==> config.mk <==
export PLATFORM = sky130hd
export DESIGN_NAME = muldiv_unit
export DESIGN_NICKNAME = d
export VERILOG_FILES = /design/src/rtl/muldiv_pkg.sv /design/src/rtl/muldiv_step.sv /design/src/rtl/muldiv_unit.sv
export SDC_FILE = /design/constraint.sdc
export NUM_CORES = 1
export LEC_CHECK = 0
export CAP_MARGIN = 20
export CORE_AREA = 5 5 226 228
export CTS_CLUSTER_DIAMETER = 30
export DETAILED_ROUTE_END_ITERATION = 8
export DIE_AREA = 0 0 231 233
export MAX_ROUTING_LAYER = met4
export PLACE_DENSITY = 0.44
export SLEW_MARGIN = 30
export SYNTH_ARGS = -nofsm -noshare
export SYNTH_HDL_FRONTEND = slang
export SYNTH_SLANG_ARGS = --single-unit
==> constraint.sdc <==
create_clock -name clock -period 7.2 [get_ports clock]
set_input_delay 1.44 -clock clock [delete_from_list [all_inputs] [get_ports clock]]
set_output_delay 1.44 -clock clock [all_outputs]
set_load 0.005 [all_outputs]
==> src/rtl/muldiv_pkg.sv <==
// ==================================================================
// muldiv_pkg : shared op encodings, FSM state type, latency helper
// Rev 1.0
// ==================================================================
`default_nettype none

package muldiv_pkg;

  typedef enum logic [1:0] {
    OP_MULT = 2'b00,
    OP_DIV  = 2'b01,
    OP_MTHI = 2'b10,
    OP_MTLO = 2'b11
  } op_e;

  typedef enum logic [1:0] {
    ST_IDLE = 2'd0,
    ST_RUN  = 2'd1,
    ST_FIX  = 2'd2
  } state_e;

  localparam int unsigned DEFAULT_WIDTH   = 32;
  localparam int unsigned DEFAULT_LATENCY = DEFAULT_WIDTH + 1;

  // Cycles from the accepting edge to the cycle showing done and new HI/LO.
  function automatic int unsigned muldiv_latency(input int unsigned width);
    return width + 1;
  endfunction

endpackage

`default_nettype wire

==> src/rtl/muldiv_step.sv <==
// ==================================================================
// muldiv_step : one combinational shift-add / restoring-divide iteration
// Rev 1.0
// ==================================================================
`default_nettype none

module muldiv_step #(
  parameter int WIDTH = 32
) (
  input  logic             is_div,
  input  logic [WIDTH-1:0] acc_hi,
  input  logic [WIDTH-1:0] acc_lo,
  input  logic [WIDTH-1:0] operand,
  output logic [WIDTH-1:0] hi_next,
  output logic [WIDTH-1:0] lo_next
);

  logic [WIDTH:0]   sum;
  logic [WIDTH:0]   rem_sh;
  logic [WIDTH-1:0] diff;

  always_comb begin
    sum     = {1'b0, acc_hi} + (acc_lo[0] ? {1'b0, operand} : {(WIDTH+1){1'b0}});
    rem_sh  = {acc_hi, acc_lo[WIDTH-1]};
    // When the trial subtract succeeds the true difference fits in WIDTH bits.
    diff    = rem_sh[WIDTH-1:0] - operand;
    hi_next = sum[WIDTH:1];
    lo_next = {sum[0], acc_lo[WIDTH-1:1]};
    if (is_div) begin
      if (rem_sh >= {1'b0, operand}) begin
        hi_next = diff;
        lo_next = {acc_lo[WIDTH-2:0], 1'b1};
      end else begin
        hi_next = rem_sh[WIDTH-1:0];
        lo_next = {acc_lo[WIDTH-2:0], 1'b0};
      end
    end
  end

endmodule

`default_nettype wire

==> src/rtl/muldiv_unit.sv <==
// ==================================================================
// muldiv_unit : iterative HI/LO multiply/divide; signed ops with MULDIV_SIGNED_EN
// Rev 1.0
// ==================================================================
`default_nettype none

module muldiv_unit
  import muldiv_pkg::*;
#(
  parameter int WIDTH = 32
) (
  input  logic             clock,
  input  logic             reset_n,
  input  logic             start,
  input  logic [1:0]       op,
  input  logic             is_signed,
  input  logic [WIDTH-1:0] operand_a,
  input  logic [WIDTH-1:0] operand_b,
  output logic             busy,
  output logic             done,
  output logic [WIDTH-1:0] hi,
  output logic [WIDTH-1:0] lo
);

  localparam int CNT_W = $clog2(WIDTH);

  state_e             state, state_next;
  logic [CNT_W-1:0]   count;
  logic               is_div;
  logic               neg_hi, neg_lo;
  logic [WIDTH-1:0]   acc_hi, acc_lo, operand_r;
  logic [WIDTH-1:0]   step_hi, step_lo;
  logic               sign_a, sign_b;
  logic [WIDTH-1:0]   mag_a, mag_b;
  logic [2*WIDTH-1:0] prod_fix;
  logic [WIDTH-1:0]   quot_fix, rem_fix;

`ifdef MULDIV_SIGNED_EN
  assign sign_a = is_signed & operand_a[WIDTH-1];
  assign sign_b = is_signed & operand_b[WIDTH-1];
`else
  logic unused_is_signed;
  assign unused_is_signed = is_signed;
  assign sign_a = 1'b0;
  assign sign_b = 1'b0;
`endif

  assign mag_a = sign_a ? -operand_a : operand_a;
  assign mag_b = sign_b ? -operand_b : operand_b;

  // neg_lo flips the product (MULT) or quotient (DIV); neg_hi flips the remainder.
  assign prod_fix = neg_lo ? -{acc_hi, acc_lo} : {acc_hi, acc_lo};
  assign quot_fix = neg_lo ? -acc_lo : acc_lo;
  assign rem_fix  = neg_hi ? -acc_hi : acc_hi;

  muldiv_step #(.WIDTH(WIDTH)) u_step (
    .is_div  (is_div),
    .acc_hi  (acc_hi),
    .acc_lo  (acc_lo),
    .operand (operand_r),
    .hi_next (step_hi),
    .lo_next (step_lo)
  );

  always_comb begin
    state_next = state;
    busy       = (state != ST_IDLE);
    case (state)
      ST_IDLE: if (start && !op[1]) state_next = ST_RUN;
      ST_RUN:  if (count == CNT_W'(WIDTH-1)) state_next = ST_FIX;
      ST_FIX:  state_next = ST_IDLE;
      default: state_next = ST_IDLE;
    endcase
  end

  always_ff @(posedge clock or negedge reset_n) begin
    if (!reset_n) begin
      state     <= ST_IDLE;
      count     <= '0;
      is_div    <= 1'b0;
      neg_hi    <= 1'b0;
      neg_lo    <= 1'b0;
      acc_hi    <= '0;
      acc_lo    <= '0;
      operand_r <= '0;
      done      <= 1'b0;
      hi        <= '0;
      lo        <= '0;
    end else begin
      state <= state_next;
      done  <= 1'b0;
      case (state)
        ST_IDLE: begin
          if (start) begin
            case (op)
              OP_MULT: begin
                acc_hi    <= '0;
                acc_lo    <= mag_b;
                operand_r <= mag_a;
                is_div    <= 1'b0;
                neg_lo    <= sign_a ^ sign_b;
                neg_hi    <= 1'b0;
                count     <= '0;
              end
              OP_DIV: begin
                acc_hi    <= '0;
                acc_lo    <= mag_a;
                operand_r <= mag_b;
                is_div    <= 1'b1;
                // Divide by zero keeps the all-ones quotient unsigned.
                neg_lo    <= (sign_a ^ sign_b) & (|operand_b);
                neg_hi    <= sign_a;
                count     <= '0;
              end
              OP_MTHI: hi <= operand_a;
              OP_MTLO: lo <= operand_a;
            endcase
          end
        end
        ST_RUN: begin
          acc_hi <= step_hi;
          acc_lo <= step_lo;
          count  <= count + 1'b1;
        end
        ST_FIX: begin
          done <= 1'b1;
          if (is_div) begin
            hi <= rem_fix;
            lo <= quot_fix;
          end else begin
            hi <= prod_fix[2*WIDTH-1:WIDTH];
            lo <= prod_fix[WIDTH-1:0];
          end
        end
        default: ;
      endcase
    end
  end

endmodule

`default_nettype wire

==> impl_metrics.tcl, run 1 <==
set metrics [dict create \
    final_hold_viol_count 0 \
    critPathArrivalTime_ns 4.35 \
    slew_viol_final 0 \
    num_vias 11119 \
    detailed_place_hpwl_um 31700 \
    start_kind "flip-flop" \
    dpl-instance-area_um2 14000 \
    power.density_nw_per_um2 559 \
    start_util_pct 24.8 \
    synth_edf_count 0 \
    drt_wl_total_um 42800 \
    max_slew.worst_pin.slew_ns 0.906 \
    criticalPathCategory "reg2reg" \
    postCtsHoldBufs 0 \
    cts_resized 0 \
    grt_pass1_wl_um 67100 \
    use_met3_pct 1.87 \
    holdCritPathClass "reg2reg" \
    cp-end-kind "flip-flop" \
    min_period_ns 4.02 \
    r2r-end "acc_hi[30]" \
    overflow 0 \
    grt_max_degree 87 \
    yosys.area.top_type_share_pct 35.1 \
    min_from "count[3]" \
    crit_required_ns 7.53 \
    syn_area_per_cell_um2 8.10 \
    drive_gt1_share_pct 5.77 \
    numCtsBuffers 17 \
    use_met2_pct 24.2 \
    p_leak_nw 5.96 \
    ys_seq_elements 169 \
    fp-row-count 81 \
    setup_violations 0 \
    drtIter0Drc 813 \
    final_cell_mix "283 x nand2_1, 168 x dfrtp_1, 167 x o21ai_0" \
    cts.path.max_buffers 2 \
    synthArstFlopShare_pct 100 \
    netlist_area_um2 12100 \
    slew_headroom_pct 39.5 \
    portBuffers 134 \
    gp_congestion 0.871 \
    hold-path-endpoint "count[3]" \
    ant_nets 0 \
    rsz0062_at_grt "no" \
    fin_area_um2 14600 \
    final.setup.tns_ns 0 \
    cts_tree "yes" \
    max_cap_violations 0 \
    synth_top_area_cell "dfrtp_1" \
    fp.dieH_um 233 \
    rrSetupSlack_ns 3.18 \
    via_per_inst 5.05 \
    die-width_um 231 \
    seq_area_frac_synth_pct 35.1 \
    ys_warn_count 0 \
    r2r-start "acc_lo[31]" \
    path_clk_slew_ns 0.07 \
    yosysUniqueCellTypes 66 \
    synth_nets 1626 \
    period_share_pct 55.8 \
    antenna_found_initial 0 \
    grt.busiest_layer "met2" \
    final_nets 1703 \
    layout_commonest_cell "nand2_1" \
    cts_root_buf "clkbuf_16" \
    track_usage_pct 16.2 \
    r2r_cells 13 \
    ys_top_cells_by_area "dfrtp_1 35%, nand2_1 8.8%, o21ai_0 6.9%, ha_1 6.9%, mux2i_1 5.7%" \
    hold_depth 1 \
    grt_pass1_vias 11045 \
    netlist_instances 1488 \
    first_pass_iters 5 \
    ios 136 \
    htreeDepth 4 \
    cts.sinks 169 \
    postCtsSetupBuffers 0 \
    fmax_mhz 249 \
    synth_flop_cell "dfrtp_1" \
    use_met1_pct 23.7 \
    insertion_delay_ns 0.45 \
    area_growth_pct 20.8 \
    ir_drop_uv 194 \
    dieArea_um2 53800 \
    clock_skew_ns 0.0117 \
    core_um2 48600 \
    path_max_fanout 4 \
    drc 0 \
    post_drt_wl_per_cell_um 19.4 \
    status "finished, final reports clean" \
]
## where the power goes
group	total, W	internal (W)	switching, W
combinational	0.00531	0.00232	0.00299
clock	0.000888	0.000457	0.000431
sequential	0.00194	0.00143	0.000510
## worst max path at each step
| stage | start | to | slack [ns] | cells after the start |
|---|---|---|---|---|
| 6_report | acc_lo[31] | acc_hi[30] | 3.18 | 13 |
| 3_5_place_dp | acc_lo[31] | acc_hi[30] | 3.24 | 13 |
| 5_1_grt | acc_lo[31] | acc_hi[30] | 2.94 | 13 |
| 3_3_place_gp | acc_lo[31] | acc_hi[16] | 3.26 | 12 |
| 2_1_floorplan | acc_lo[31] | acc_hi[30] | 4.29 | 13 |
| 4_1_cts | acc_lo[31] | acc_hi[30] | 3.19 | 13 |
## kinds of logic after synthesis
| family | after synthesis | synth area share [%] |
|---|---|---|
| buffers and inverters | 138 | 4.37 |
| xor gates and xnor gates | 48 | 3.49 |
| muxes | 102 | 8.81 |
| DFF | 169 | 35.1 |
| AOI/OAI and AO/OA | 441 | 21.9 |
| adders and majority gates | 68 | 7.18 |
| and+or+nand+nor | 522 | 19.2 |
## cell type report
| cell class | count | area (µm²) |
|---|---|---|
| antenna | 1 | 2.50 |
| clock buffer | 21 | 450 |
| clock inverter | 11 | 86.3 |
| fill | 5183 | 34100 |
| inverter | 46 | 173 |
| multi-input combinational | 1181 | 7370 |
| sequential | 169 | 4230 |
| tap | 622 | 778 |
| timing repair buffer | 150 | 1480 |
## sequential cells by signal, indices dropped and copies added (netlist names)
register,flops
is_div,1
done,1
acc_hi,32
count,5
operand_r,32
hi,32
state,2
lo,32
acc_lo,32
## Yosys cell counts, drive strengths merged, types with 2 or more instances
library cell,instances
a221oi,2
o211a,2
nor2b,9
o2111ai,2
a21boi,3
a21o,19
ha,66
dfrtp,169
a21oi,84
mux2,33
and2,36
o311ai,2
nor4,4
a211oi,12
a31o,2
or3,3
a22oi,15
nor2,77
o21ai,194
buf,16
fa,2
nor3,18
a41oi,4
o2111a,2
nand2,284
a211o,4
a32oi,6
and3,7
xor2,15
inv,46
o221ai,6
clkbuf,76
a31oi,37
mux2i,69
nand3,44
and4,4
or2,3
xnor2,33
o21bai,10
o211ai,16
nand2b,15
a22o,3
nand4,11
o21a,10
## worst max-delay path, stage by stage (launching register included)
cell and delay, ns:
dfrtp_1 0.50, inv_1 0.29, ha_1 0.22, inv_1 0.06, fa_1 0.41, a211oi_1 0.38, o21ai_1 0.18, a211oi_1 0.55
o211ai_1 0.28, a21oi_1 0.26, xnor2_1 0.17, mux2i_1 0.09, and2_1 0.19, o41ai_1 0.33
## layer usage
| layer | up-vias | part of all wire (%) |
|---|---|---|
| li1 | 5433 | - |
| met1 | 5447 | 52 |
| met2 | 209 | 44 |
| met3 | 30 | 2.9 |
| met4 | 0 | 1.0 |
| met5 | - | 0 |
## stage by stage
stage                     utilization [%]  setup WS [ns]  power [W]  hold WS, ns  instances
after floorplan                         -           4.29    0.00559        0.450       1488
after detailed placement             28.8           3.24    0.00726        0.491       2168
after global placement               28.8           3.26    0.00723        0.473       2167
final                                29.9           3.18    0.00814        0.500       2201
after global routing                 29.9           2.94    0.00891        0.544       2200
after CTS                            29.9           3.19    0.00820        0.504       2200
Power figures use the tool's default switching activity.
==> run 2, diff against run 1 <==
Settings changed: PLACE_DENSITY 0.44 to 0.45.
Clock period 7.2 ns to 3.63 ns, I/O delays scaled along.
==> impl_metrics.tcl, run 2 (same netlist as run 1, synthesis figures left out) <==
set metrics [dict create \
    final_cell_mix "284 x nand2_1, 167 x o21ai_0, 167 x dfrtp_1" \
    layout_commonest_cell "nand2_1" \
    status "finished, final reports clean" \
    grt_pass1_wl_um 68000 \
    dpl-instance-area_um2 14400 \
    final.setup.tns_ns 0 \
    portBuffers 134 \
    setup_violations 0 \
    first_pass_iters 5 \
    max_slew.worst_pin.slew_ns 0.855 \
    pwr-share-seq_pct 22.9 \
    fp-row-count 81 \
    htreeDepth 4 \
    detailed_place_hpwl_um 33000 \
    holdCritPathClass "in2async" \
    slew_viol_final 0 \
    drt_wl_total_um 43700 \
    critPathArrivalTime_ns 3.81 \
    r2r_cells 15 \
    numCtsBuffers 17 \
    die-width_um 231 \
    period_share_pct 95.4 \
    grt_pass1_vias 11296 \
    rsz0062_at_grt "no" \
    postCtsSetupBuffers 0 \
    max_cap_violations 0 \
    overflow 0 \
    ios 136 \
    dieArea_um2 53800 \
    drc 0 \
    fin_area_um2 15000 \
    cts.sinks 169 \
    diodes 0 \
    ant_nets 0 \
    fmax_mhz 289 \
    cp-end-kind "flip-flop" \
    criticalPathCategory "reg2reg" \
    gp_congestion 0.906 \
    num_vias 11290 \
    p_leak_nw 6.23 \
    switchingPower_w 0.00808 \
    grt_max_degree 102 \
    drtIter0Drc 778 \
    final_nets 1747 \
    core_um2 48600 \
    post_drt_wl_per_cell_um 19.5 \
    min_period_ns 3.46 \
    p_int_w 0.00889 \
    area_growth_pct 24.7 \
    cts.path.max_buffers 2 \
    track_usage_pct 16.5 \
    path_clk_slew_ns 0.07 \
    antenna_found_initial 0 \
    ir_drop_uv 429 \
    final_hold_viol_count 0 \
    insertion_delay_ns 0.45 \
    cts_root_buf "clkbuf_16" \
    clock_skew_ns 0.0108 \
    power.density_nw_per_um2 1130 \
    start_util_pct 24.8 \
    slew_headroom_pct 43.0 \
    start_kind "flip-flop" \
    via_per_inst 5.03 \
    clkPwrFrac_pct 11.2 \
    stdcell_count 2244 \
    dpl.cell_count 2212 \
    fp.dieH_um 233 \
    rrSetupSlack_ns 0.17 \
    p_sw_share_pct 47.6 \
    crit_required_ns 3.98 \
    drive_gt1_share_pct 8.69 \
    path_max_fanout 4 \
    cts_tree "yes" \
    combPwrFrac_pct 65.9 \
]
[run 2: cell types whose count changed in the layout (fill, tap and decap cells not counted), moves of 2 or more]
cell / change
buf_4: +38
buf_12: +7
clkbuf_1: -3
bufinv_16: +2
[run 2: critical path, cell delays in order, from the launching register on]
cell	delay (ns)
dfrtp_2	0.46
inv_2	0.13
ha_1	0.18
inv_1	0.06
fa_2	0.38
a211oi_1	0.23
buf_4	0.16
o21ai_1	0.09
a211oi_1	0.23
buf_4	0.19
o211ai_1	0.16
a21oi_1	0.24
xnor2_1	0.20
mux2i_1	0.13
and2_1	0.22
o41ai_2	0.31
[run 2: final cells by class]
cell class	count	area (µm²)
Sequential cell	169	4230
Tap cell	622	778
Inverter	46	173
Multi-Input combinational cell	1181	7370
Clock buffer	17	425
Fill cell	5167	33600
Timing Repair Buffer	194	1890
Clock inverter	15	163
[run 2: final timing paths]
check	startpoint	end
min in group clock	count[3]	count[3]
max in group asynchronous	reset_n	hi[28]
worst min register to register	count[3]	count[3]
worst min-delay path	reset_n	lo[7]
worst max-delay path	acc_lo[31]	acc_hi[30]
worst max register to register	acc_lo[31]	acc_hi[30]
[run 2: per-layer routing]
layer  up-vias  global-route usage (%)  share of wire [%]
li1       5532                       -                  -
met1      5500                    23.9                 51
met2       230                    24.9                 44
met3        28                    1.74                3.2
met4         0                    3.38                1.2
met5         -                       -                  0
[run 2: power groups by stage]
stage                     clock network, W  logic, W  registers (W)
final                              0.00190    0.0112        0.00389
after global placement                   0    0.0110        0.00392
after CTS                          0.00195    0.0111        0.00389
after floorplan                          0   0.00761        0.00348
after global routing               0.00201    0.0124        0.00400
after detailed placement                 0    0.0111        0.00392
[run 2: what timing repair did]
| action | 4_1_cts | 5_1_grt |
|---|---|---|
| setup endpoints to repair | 1 | 1 |
| hold buffers | 0 | 0 |
| resized for setup | 1 | 3 |
| endpoints found under the hold margin | 0 | 0 |
| pin swaps | 0 | 1 |
[run 2: per-stage QoR]
step           total power [W]  worst slack, ns  utilization (%)  hold slack [ns]
2_1_floorplan           0.0111            0.721                -            0.430
3_5_place_dp            0.0150          -0.0217             29.7            0.478
5_1_grt                 0.0184          0.00790             30.9            0.419
4_1_cts                 0.0170           0.0248             30.9            0.375
3_3_place_gp            0.0150          0.00553             29.7            0.471
6_report                0.0170            0.167             30.9            0.354
